**src/rtl/aud_i2s_master_tx.sv**
```systemverilog
// Clock-master I2S transmitter: derives BCLK/LRCK from i_clk and serialises 16-bit stereo pairs, MSB first.
// Build option AUD_I2S_TX_UNDERRUN_HOLD_EN: on underrun, repeat the previous pair instead of sending silence.
module aud_i2s_master_tx #(
    parameter int CLK_DIV   = 2,
    parameter int SLOT_BITS = 32
) (
    input  logic        i_clk,
    input  logic        i_rst_n,
    input  logic [15:0] i_data_l,
    input  logic [15:0] i_data_r,
    input  logic        i_valid,
    output logic        o_ready,
    output logic        o_bclk,
    output logic        o_lrck,
    output logic        o_dat,
    output logic        o_frame_start,
    output logic        o_underrun
);

    localparam int DIV_W  = (CLK_DIV > 1) ? $clog2(CLK_DIV) : 1;
    localparam int SLOT_W = $clog2(2 * SLOT_BITS);
    localparam logic [DIV_W-1:0]  DIV_LAST  = DIV_W'(CLK_DIV - 1);
    localparam logic [SLOT_W-1:0] SLOT_LAST = SLOT_W'(2 * SLOT_BITS - 1);
    localparam logic [SLOT_W-1:0] SLOT_HALF = SLOT_W'(SLOT_BITS);
    localparam logic [SLOT_W-1:0] POS_ONE   = SLOT_W'(1);
    localparam logic [SLOT_W-1:0] POS_LAST  = SLOT_W'(16);

    logic [DIV_W-1:0]  div_q, div_d;
    logic              bclk_q, bclk_d;
    logic [SLOT_W-1:0] slot_q, slot_d;
    logic              lrck_q, lrck_d;
    logic              dat_q, dat_d;
    logic [31:0]       shift_q, shift_d;
    logic [31:0]       hold_q, hold_d;
    logic              hold_full_q, hold_full_d;
    logic              ready_q, ready_d;
    logic              frame_start_q, frame_start_d;
    logic              underrun_q, underrun_d;

    logic              fall_s;
    logic              accept_s;
    logic              load_s;
    logic [SLOT_W-1:0] slot_next_s;
    logic              lrck_next_s;
    logic [SLOT_W-1:0] pos_s;
    logic [4:0]        bit_idx_s;

    // Next-state logic: divider, slot sequencing, serial bit select, frame load and handshake.
    always_comb begin
        div_d         = div_q;
        bclk_d        = bclk_q;
        slot_d        = slot_q;
        lrck_d        = lrck_q;
        dat_d         = dat_q;
        shift_d       = shift_q;
        hold_d        = hold_q;
        hold_full_d   = hold_full_q;
        frame_start_d = 1'b0;
        underrun_d    = 1'b0;

        fall_s      = (div_q == DIV_LAST) && bclk_q;
        accept_s    = i_valid && !hold_full_q;
        slot_next_s = (slot_q == SLOT_LAST) ? {SLOT_W{1'b0}} : slot_q + POS_ONE;
        load_s      = fall_s && (slot_next_s == {SLOT_W{1'b0}});
        lrck_next_s = (slot_next_s >= SLOT_HALF);
        pos_s       = lrck_next_s ? slot_next_s - SLOT_HALF : slot_next_s;
        // Left word sits in shift[31:16], right in shift[15:0]; p=1 selects the MSB.
        bit_idx_s   = (lrck_next_s ? 5'd16 : 5'd0) - pos_s[4:0];

        if (div_q == DIV_LAST) begin
            div_d  = {DIV_W{1'b0}};
            bclk_d = !bclk_q;
        end else begin
            div_d  = div_q + DIV_W'(1);
        end

        if (fall_s) begin
            slot_d = slot_next_s;
            lrck_d = lrck_next_s;
            if ((pos_s >= POS_ONE) && (pos_s <= POS_LAST)) begin
                dat_d = shift_q[bit_idx_s];
            end else begin
                dat_d = 1'b0;
            end
        end else begin
            dat_d = dat_q;
        end

        if (load_s) begin
            frame_start_d = 1'b1;
            hold_full_d   = 1'b0;
            if (accept_s) begin
                shift_d = {i_data_l, i_data_r};
            end else if (hold_full_q) begin
                shift_d = hold_q;
            end else begin
                underrun_d = 1'b1;
`ifdef AUD_I2S_TX_UNDERRUN_HOLD_EN
                shift_d = shift_q;
`else
                shift_d = 32'h0000_0000;
`endif
            end
        end else if (accept_s) begin
            hold_d      = {i_data_l, i_data_r};
            hold_full_d = 1'b1;
        end else begin
            hold_full_d = hold_full_q;
        end

        ready_d = !hold_full_d;
    end

    // State registers with synchronous active-low reset.
    always_ff @(posedge i_clk) begin
        if (!i_rst_n) begin
            div_q         <= {DIV_W{1'b0}};
            bclk_q        <= 1'b0;
            slot_q        <= SLOT_LAST;
            lrck_q        <= 1'b1;
            dat_q         <= 1'b0;
            shift_q       <= 32'h0000_0000;
            hold_q        <= 32'h0000_0000;
            hold_full_q   <= 1'b0;
            ready_q       <= 1'b1;
            frame_start_q <= 1'b0;
            underrun_q    <= 1'b0;
        end else begin
            div_q         <= div_d;
            bclk_q        <= bclk_d;
            slot_q        <= slot_d;
            lrck_q        <= lrck_d;
            dat_q         <= dat_d;
            shift_q       <= shift_d;
            hold_q        <= hold_d;
            hold_full_q   <= hold_full_d;
            ready_q       <= ready_d;
            frame_start_q <= frame_start_d;
            underrun_q    <= underrun_d;
        end
    end

    assign o_ready       = ready_q;
    assign o_bclk        = bclk_q;
    assign o_lrck        = lrck_q;
    assign o_dat         = dat_q;
    assign o_frame_start = frame_start_q;
    assign o_underrun    = underrun_q;

endmodule
```
**config.mk**
```make
export PLATFORM = sky130hd
export DESIGN_NAME = aud_i2s_master_tx
export DESIGN_NICKNAME = d
export VERILOG_FILES = /design/src/rtl/aud_i2s_master_tx.sv
export SDC_FILE = /design/constraint.sdc
export NUM_CORES = 1
export LEC_CHECK = 0
export ABC_CLOCK_PERIOD_IN_PS = 2900
export BUFFER_PORTS_ARGS = -buffer_cell sky130_fd_sc_hd__buf_2
export CAP_MARGIN = 5
export CORE_UTILIZATION = 59
export CTS_CLUSTER_SIZE = 16
export DETAILED_ROUTE_END_ITERATION = 6
export PLACE_DENSITY = 0.78
export SYNTH_ARGS = -nofsm -noshare
export SYNTH_HDL_FRONTEND = slang
export SYNTH_SLANG_ARGS = --single-unit
```
**constraint.sdc**
```tcl
create_clock -name i_clk -period 2.9 [get_ports i_clk]
set_input_delay 0.145 -clock i_clk [delete_from_list [all_inputs] [get_ports i_clk]]
set_output_delay 0.145 -clock i_clk [all_outputs]
set_load 0.005 [all_outputs]
```
Word level (Yosys, flattened, before mapping) --
Cells that the tools add are included.
Storage, ports and cells: bits in registers 78, bits in latches 0, RAM bits 0, ROM bits 0, input bits 35, output and inout bits 6, word-level logic and storage cells 45, memories kept 0
Cells by class: add/sub/neg operators 4, multipliers 0, div/mod/pow operators 0, order comparisons 4, eq/ne operators 1, shift operators 0, mux-type cells 12, bitwise gates (word level) 2, reduce and logical (&&, ||, !) cells 11
Operators with widths (count):
- 32-bit 2-to-1 mux | 2
- 6-bit 2-to-1 mux | 2
- 6-bit by 1-bit adder with 6-bit output (second input constant) | 1
- 6-bit equality test (second input constant) | 1
- 6-bit by 1-bit >= comparator with 1-bit output (second input constant) | 1
- 6-bit >= comparator (second input constant) | 1
- 6-bit by 5-bit less-or-equal comparator with 1-bit output (second input constant) | 1
- 6-bit zero test | 1
- 5-bit by 6-bit < comparator with 1-bit output (second input constant) | 1
- 1-bit 2-to-1 mux | 6
- 6-bit subtractor (second input constant) | 1
- 1-bit binary-select mux with 5-bit select | 1
- 5-bit 2-to-1 mux | 1
- 5-bit subtractor | 1
- 1-bit logical AND | 4
- 1-bit zero test | 3
- 3-bit OR reduction | 1
- 1-bit NOT | 2
- 2-bit AND reduction | 1
- 2-bit OR reduction | 1
- 1-bit adder (second input constant) | 1

Longest topological paths before layout --
Gate-level depths: netlist of the first run.
depth after elaboration 8, depth in mapped cells 13

Worst setup path after synthesis of the first run --
Ideal clock, no wire load.
kind reg-to-reg, start point reg slot_q[2], end point reg hold_q[1], arrival 2.286 ns, data required time 2.784 ns, slack 0.498 ns, cell stages (with the launch flop) 13, clock period less this slack 2.402 ns, cell sequence dfxtp_1 buf_2 buf_1 nand3_1 o31a_1 ha_1 nand2_1 nor2_1 or3b_1 buf_2 buf_2 nand2_1 a21boi_1
Between the ends: word-level cells in the longest chain between the ends 6, elaborated cells on any way between the ends 7
RTL lines:
- start, declared | line 30 | logic [SLOT_W-1:0] slot_q, slot_d;
- start signal, assigned | line 131 | slot_q <= slot_d;
- 6-bit by 1-bit adder with 6-bit output or 6-bit equality test (tied branches) | line 63 | slot_next_s = (slot_q == SLOT_LAST) ? {SLOT_W{1'b0}} : slot_q + POS_ONE;
- 6-bit 2-to-1 mux * | line 63
- 6-bit zero test * | line 64 | load_s = fall_s && (slot_next_s == {SLOT_W{1'b0}});
- 1-bit logical AND * | line 64
- 1-bit NOT (no source line) *
- 2-bit AND reduction (no source line) *
- end signal, assigned | line 135 | hold_q <= hold_d;
- end, declared | line 34 | logic [31:0] hold_q, hold_d;
Mark *: on every way between the ends. The rest lies on a longest branch, timed or not. A chain may end at the register's enable or synchronous reset.

Worst setup path in the final report of the first run --
start point reg slot_q[1], end point reg hold_q[1]
Same word-level chain as after synthesis.

==> impl_metrics.env, run 1 <==
export IMPL_cts_buffer_depth=2
export IMPL_ff2ff_path_depth=11
export IMPL_n_antenna_cell=0
export IMPL_die_height_um=83.2
export IMPL_netlist_area_um2=3890
export IMPL_gp_congestion=0.886
export IMPL_drtPass1Iterations=5
export IMPL_pin_count=41
export IMPL_cts_hold_buf=0
export IMPL_slew_viol_final=0
export IMPL_synth_seq_cells=78
export IMPL_dp_cells=563
export IMPL_ys_types=54
export IMPL_worstPathRequired_ps=3170
export IMPL_synth_flop_cell="dfxtp_1"
export IMPL_routed_wl_um=8360
export IMPL_cap_violations=0
export IMPL_syn_area_per_cell_um2=8.20
export IMPL_end_kind="register"
export IMPL_clock_sink_count=78
export IMPL_drt_iter0_drc=208
export IMPL_path_class="reg2reg"
export IMPL_grt_pass1_vias=3130
export IMPL_p_leak_uw=0.00211
export IMPL_final_cells=579
export IMPL_clkTransAtPathRegs_ps=80
export IMPL_wire_per_inst_um=14.4
export IMPL_port_buffers=40
export IMPL_irDropWorstVdd_uv=356
export IMPL_outcome="finished, final reports clean"
export IMPL_final_core_util_pct=68.3
export IMPL_placementRows=29
export IMPL_grt_setup_unrepaired="no"
export IMPL_synth_edf_count=0
export IMPL_drive_gt1_share_pct=16.9
export IMPL_final_cell_mix="nand2_1 (143), dfxtp_1 (77), buf_2 (40)"
export IMPL_hold_viol_final=0
export IMPL_nNetsFinal=536
export IMPL_numCtsBuffers=9
export IMPL_hold_ws_ps=28.4
export IMPL_worstHoldPathCells=3
export IMPL_period_share_pct=87.9
export IMPL_ys_seq_area_share_pct=40.2
export IMPL_synth_net_count=513
export IMPL_vias=3464
export IMPL_start_util_pct=61.2
export IMPL_cts_resized=0
export IMPL_cts_setup_buffers=0
export IMPL_synth_async_reset_ratio_pct=0
export IMPL_core_area_um2=6350
export IMPL_finalSetupTns_ps=0
export IMPL_overflow=0
export IMPL_dpl_hpwl_um=5540
export IMPL_htree_levels=3
export IMPL_syn_inst=474
export IMPL_die_w_um=83.2
export IMPL_drtAntennaViolNets=0
export IMPL_cp_arrival_ps=2820
export IMPL_cellPowerDensity_nw_per_um2=566
export IMPL_hold_path_class="in2reg"
export IMPL_viasPerCell=5.98
export IMPL_drc_errors=0
export IMPL_clock_latency_ps=350
export IMPL_cp_max_fo=14
export IMPL_area_growth_pct=11.6
export IMPL_die_area_um2=6920
export IMPL_relSlewSlack_pct=55.6
export IMPL_grt_util_all_layers_pct=25.2
export IMPL_fin_crit_ps=2550
export IMPL_antenna_found_initial=0
export IMPL_yosys_warnings=0
export IMPL_grt_max_degree=45
export IMPL_grt_pass1_wl_um=14200
export IMPL_fmaxAchievable_ghz=0.392
export IMPL_cts_tree="done"
export IMPL_cp_start_kind="register"
export IMPL_setup_viol=0
export IMPL_fin_skew_ps=5.91
export IMPL_fill_cells=526
export IMPL_tightest_slew_ps=665
export IMPL_root_buffer="clkbuf_8"
export IMPL_final_common_cell="nand2_1"
-- layout make-up --
type	instances	area (um2)	area share (%)
tap	77	96.3	2.22
clock inverter	3	42.5	0.981
clock buffer	13	159	3.66
sequential	78	1560	36.0
inverter	8	30.0	0.692
multi-input combinational	345	2120	48.9
timing repair buffer	55	325	7.50
-- worst max-delay path, stage by stage (launching register included) --
cell and delay, ps:
dfxtp_1 460, ha_1 370, a21oi_1 110, o21ai_0 170, o31a_1 230, ha_1 180
nand2_1 90, nor2_4 220, or3b_1 170, buf_4 210, nand2_1 90, a21boi_1 190
-- where the power goes --
group          switching [uW]  internal [uW]
clock                     384            444
sequential               50.0           1140
combinational             256            186
-- kinds of logic after synthesis --
| group | count (synthesis) | share of synthesized area (%) |
|---|---|---|
| xor+xnor | 4 | 0.902 |
| buf+inv | 51 | 5.60 |
| fa+ha+maj | 4 | 1.29 |
| compound gates | 148 | 29.9 |
| simple gates | 182 | 19.9 |
| mux | 7 | 2.25 |
| flops | 78 | 40.2 |
-- path summary, 6_finish.rpt --
check              start    endpoint  slack (ps)
min reg2reg   hold_q[14]  hold_q[14]         460
max            slot_q[1]   hold_q[1]         350
max reg2reg    slot_q[1]   hold_q[1]         350
min          i_data_l[7]  hold_q[23]          30
-- sequential cells by signal (all words and copies together), names as in the netlist --
signal and cells:
o_underrun 1, hold_q 32, o_ready 1, hold_full_q 1, o_lrck 1, div_q 1, o_frame_start 1, shift_q 32
slot_q 6, o_dat 1, o_bclk 1
-- metal layers --
| metal | GRT usage, % | routed length, um |
|---|---|---|
| met5 | 0 | 0 |
| met1 | 33.7 | 4110 |
| met3 | 4.08 | 332 |
| met2 | 39.6 | 3750 |
| met4 | 12.5 | 161 |
-- synthesized netlist by cell type, types with 4 or more instances --
library cell | n | area share (%)
dfxtp_1 | 78 | 40
mux2_2 | 4 | 1.2
buf_2 | 15 | 1.9
ha_1 | 4 | 1.3
inv_1 | 7 | 0.68
nor2_1 | 10 | 0.97
nand3_1 | 5 | 0.64
o21ai_0 | 10 | 1.3
clkbuf_1 | 25 | 2.4
and3_1 | 6 | 0.97
o211a_1 | 32 | 8.2
a21boi_1 | 30 | 5.8
nand2_1 | 143 | 14
o211ai_1 | 38 | 7.3
a21oi_1 | 9 | 1.2
-- through the flow --
stage | setup slack (ps) | total power (uW) | area, um2
finish | 351 | 2460 | 4340
global route | 114 | 2570 | 4340
CTS | 327 | 2470 | 4340
detailed placement | 389 | 1650 | 4140
global placement | 478 | 1630 | 4140
floorplan | 498 | 1530 | 3890
Power figures use the tool's default switching activity.
==> run 2, diff against run 1 <==
- CORE_MARGIN: default -> 2
- CORE_UTILIZATION: 59 -> 61
- CTS_BUF_LIST: default -> sky130_fd_sc_hd__clkbuf_8
- PLACE_DENSITY: 0.78 -> 0.8
==> run 2 against run 1 <==
  * Combinational power fell by 0.9%
  * Cell count is 0.35% lower
  * Hold slack lost 0.77 ps
  * First-iteration DRC count rose by 7.2%
  * Die area rose by 1.6%
  * Via count grew 0.61%
  * Register-to-register slack worse by 90 ps
  * Sequential share of layout area about the same
  * Global-route usage grew 0.15 points
==> impl_metrics.env, run 2 (synthesis results as in run 1) <==
export IMPL_cts_buffer_depth=2
export IMPL_clkTransAtPathRegs_ps=90
export IMPL_start_util_pct=62.3
export IMPL_grt_setup_unrepaired="no"
export IMPL_cap_violations=0
export IMPL_outcome="finished, final reports clean"
export IMPL_viasPerCell=6.04
export IMPL_fin_crit_ps=2640
export IMPL_hold_viol_final=0
export IMPL_cp_arrival_ps=2920
export IMPL_pin_count=41
export IMPL_drc_errors=0
export IMPL_drt_iter0_drc=223
export IMPL_gr_usage_met2_pct=39.9
export IMPL_cts_setup_buffers=0
export IMPL_vias=3485
export IMPL_grt_max_degree=49
export IMPL_clkPwrFrac_pct=35.3
export IMPL_die_area_um2=7020
export IMPL_core_area_um2=6240
export IMPL_n_antenna_cell=0
export IMPL_switchingPower_uw=712
export IMPL_die_height_um=83.8
export IMPL_period_share_pct=91.0
export IMPL_grt_util_all_layers_pct=25.3
export IMPL_drtPass1Iterations=4
export IMPL_cp_max_fo=19
export IMPL_grt_busiest_layer="met2"
export IMPL_nNetsFinal=534
export IMPL_area_growth_pct=11.5
export IMPL_max_stage_delay_ps=470
export IMPL_cp_start_kind="register"
export IMPL_cts_tree="done"
export IMPL_htree_levels=3
export IMPL_end_kind="register"
export IMPL_regToRegSetupSlack_ps=260
export IMPL_slew_viol_final=0
export IMPL_clock_latency_ps=350
export IMPL_wire_per_inst_um=14.7
export IMPL_grt_pass1_wl_um=14600
export IMPL_cts_resized=0
export IMPL_fin_skew_ps=6.92
export IMPL_overflow=0
export IMPL_internal_power_uw=1800
export IMPL_pwr_share_comb_pct=17.4
export IMPL_p_seq_share_pct=47.3
export IMPL_die_w_um=83.8
export IMPL_dp_cells=561
export IMPL_clock_sink_count=78
export IMPL_fmaxAchievable_ghz=0.379
export IMPL_root_buffer="clkbuf_8"
export IMPL_final_common_cell="nand2_1"
export IMPL_path_class="reg2reg"
export IMPL_cts_hold_buf=0
export IMPL_drtAntennaViolNets=0
export IMPL_top_regs="hold_q (32), shift_q (32), slot_q (6)"
export IMPL_placementRows=29
export IMPL_gp_congestion=0.856
export IMPL_relSlewSlack_pct=48.1
export IMPL_setup_viol=0
export IMPL_hold_path_class="in2reg"
export IMPL_power_uw=2510
export IMPL_slowest_stage="dfxtp_1"
export IMPL_crit_chain="ha_1, nand3_1, xor2_1, ha_1, nand2_1, nor2_4, or3b_1, buf_4, nand2_1, a21boi_0"
export IMPL_antenna_found_initial=0
export IMPL_final_cell_mix="nand2_1 (143), dfxtp_1 (77), buf_2 (40)"
export IMPL_finalSetupTns_ps=0
export IMPL_tightest_slew_ps=779
export IMPL_routed_wl_um=8460
export IMPL_swShare_pct=28.3
export IMPL_irDropWorstVdd_uv=353
export IMPL_numCtsBuffers=9
export IMPL_drive_gt1_share_pct=16.8
export IMPL_grt_util_met3_pct=4.25
export IMPL_p_leak_uw=0.00211
export IMPL_dpl_hpwl_um=5550
export IMPL_port_buffers=40
export IMPL_cellPowerDensity_nw_per_um2=580
export IMPL_final_cells=577
export IMPL_grt_pass1_vias=3167
export IMPL_worstPathRequired_ps=3180
export IMPL_grtUsageMet1_pct=33.8
[run 2: metrics by stage]
stage | area (um2) | util [%] | hold WS [ps] | setup slack [ps]
6_report | 4330 | 69.4 | 27.6 | 260
2_1_floorplan | 3890 | - | 280 | 498
4_1_cts | 4330 | 69.4 | 20.1 | 301
3_3_place_gp | 4120 | 66.0 | 393 | 423
3_5_place_dp | 4120 | 66.0 | 400 | 327
5_1_grt | 4330 | 69.4 | 28.4 | 7.40
[run 2: per-layer routing]
metal,share of wire (%),vias up
li1,-,1719
met1,46,1639
met2,46,106
met3,5.3,21
met4,2.7,0
met5,0,-
[run 2: final cells by class]
cell class,instances,area (um2)
clock buffer,9,124
clock inverter,7,90.1
fill,520,1910
inverter,8,30.0
multi-input combinational,345,2120
sequential,78,1560
tap,77,96.3
timing repair buffer,53,310
[run 2: final timing paths]
kind | end | startpoint | depth (start not counted)
max | hold_q[0] | slot_q[1] | 10
min | hold_q[25] | i_data_l[9] | 3
max reg2reg | hold_q[0] | slot_q[1] | 10
min reg2reg | hold_q[9] | hold_q[9] | 2
[run 2: worst max-delay path: cells and delay by family, from the launching register on]
kind,cells,cell delay (ps)
buffers and inverters,1,250
XOR/XNOR,1,390
flip-flops,1,470
adder cells (fa/ha/maj),2,620
AO/OA/AOI/OAI,1,150
AND/OR/NAND/NOR,5,670
[run 2: power by group through the flow]
stage / Clock (uW) / Sequential [uW] / Combinational [uW]
3_5_place_dp: 0 / 1210 / 436
2_1_floorplan: 0 / 1190 / 338
4_1_cts: 896 / 1190 / 438
5_1_grt: 937 / 1200 / 496
6_report: 886 / 1190 / 437
3_3_place_gp: 0 / 1210 / 421
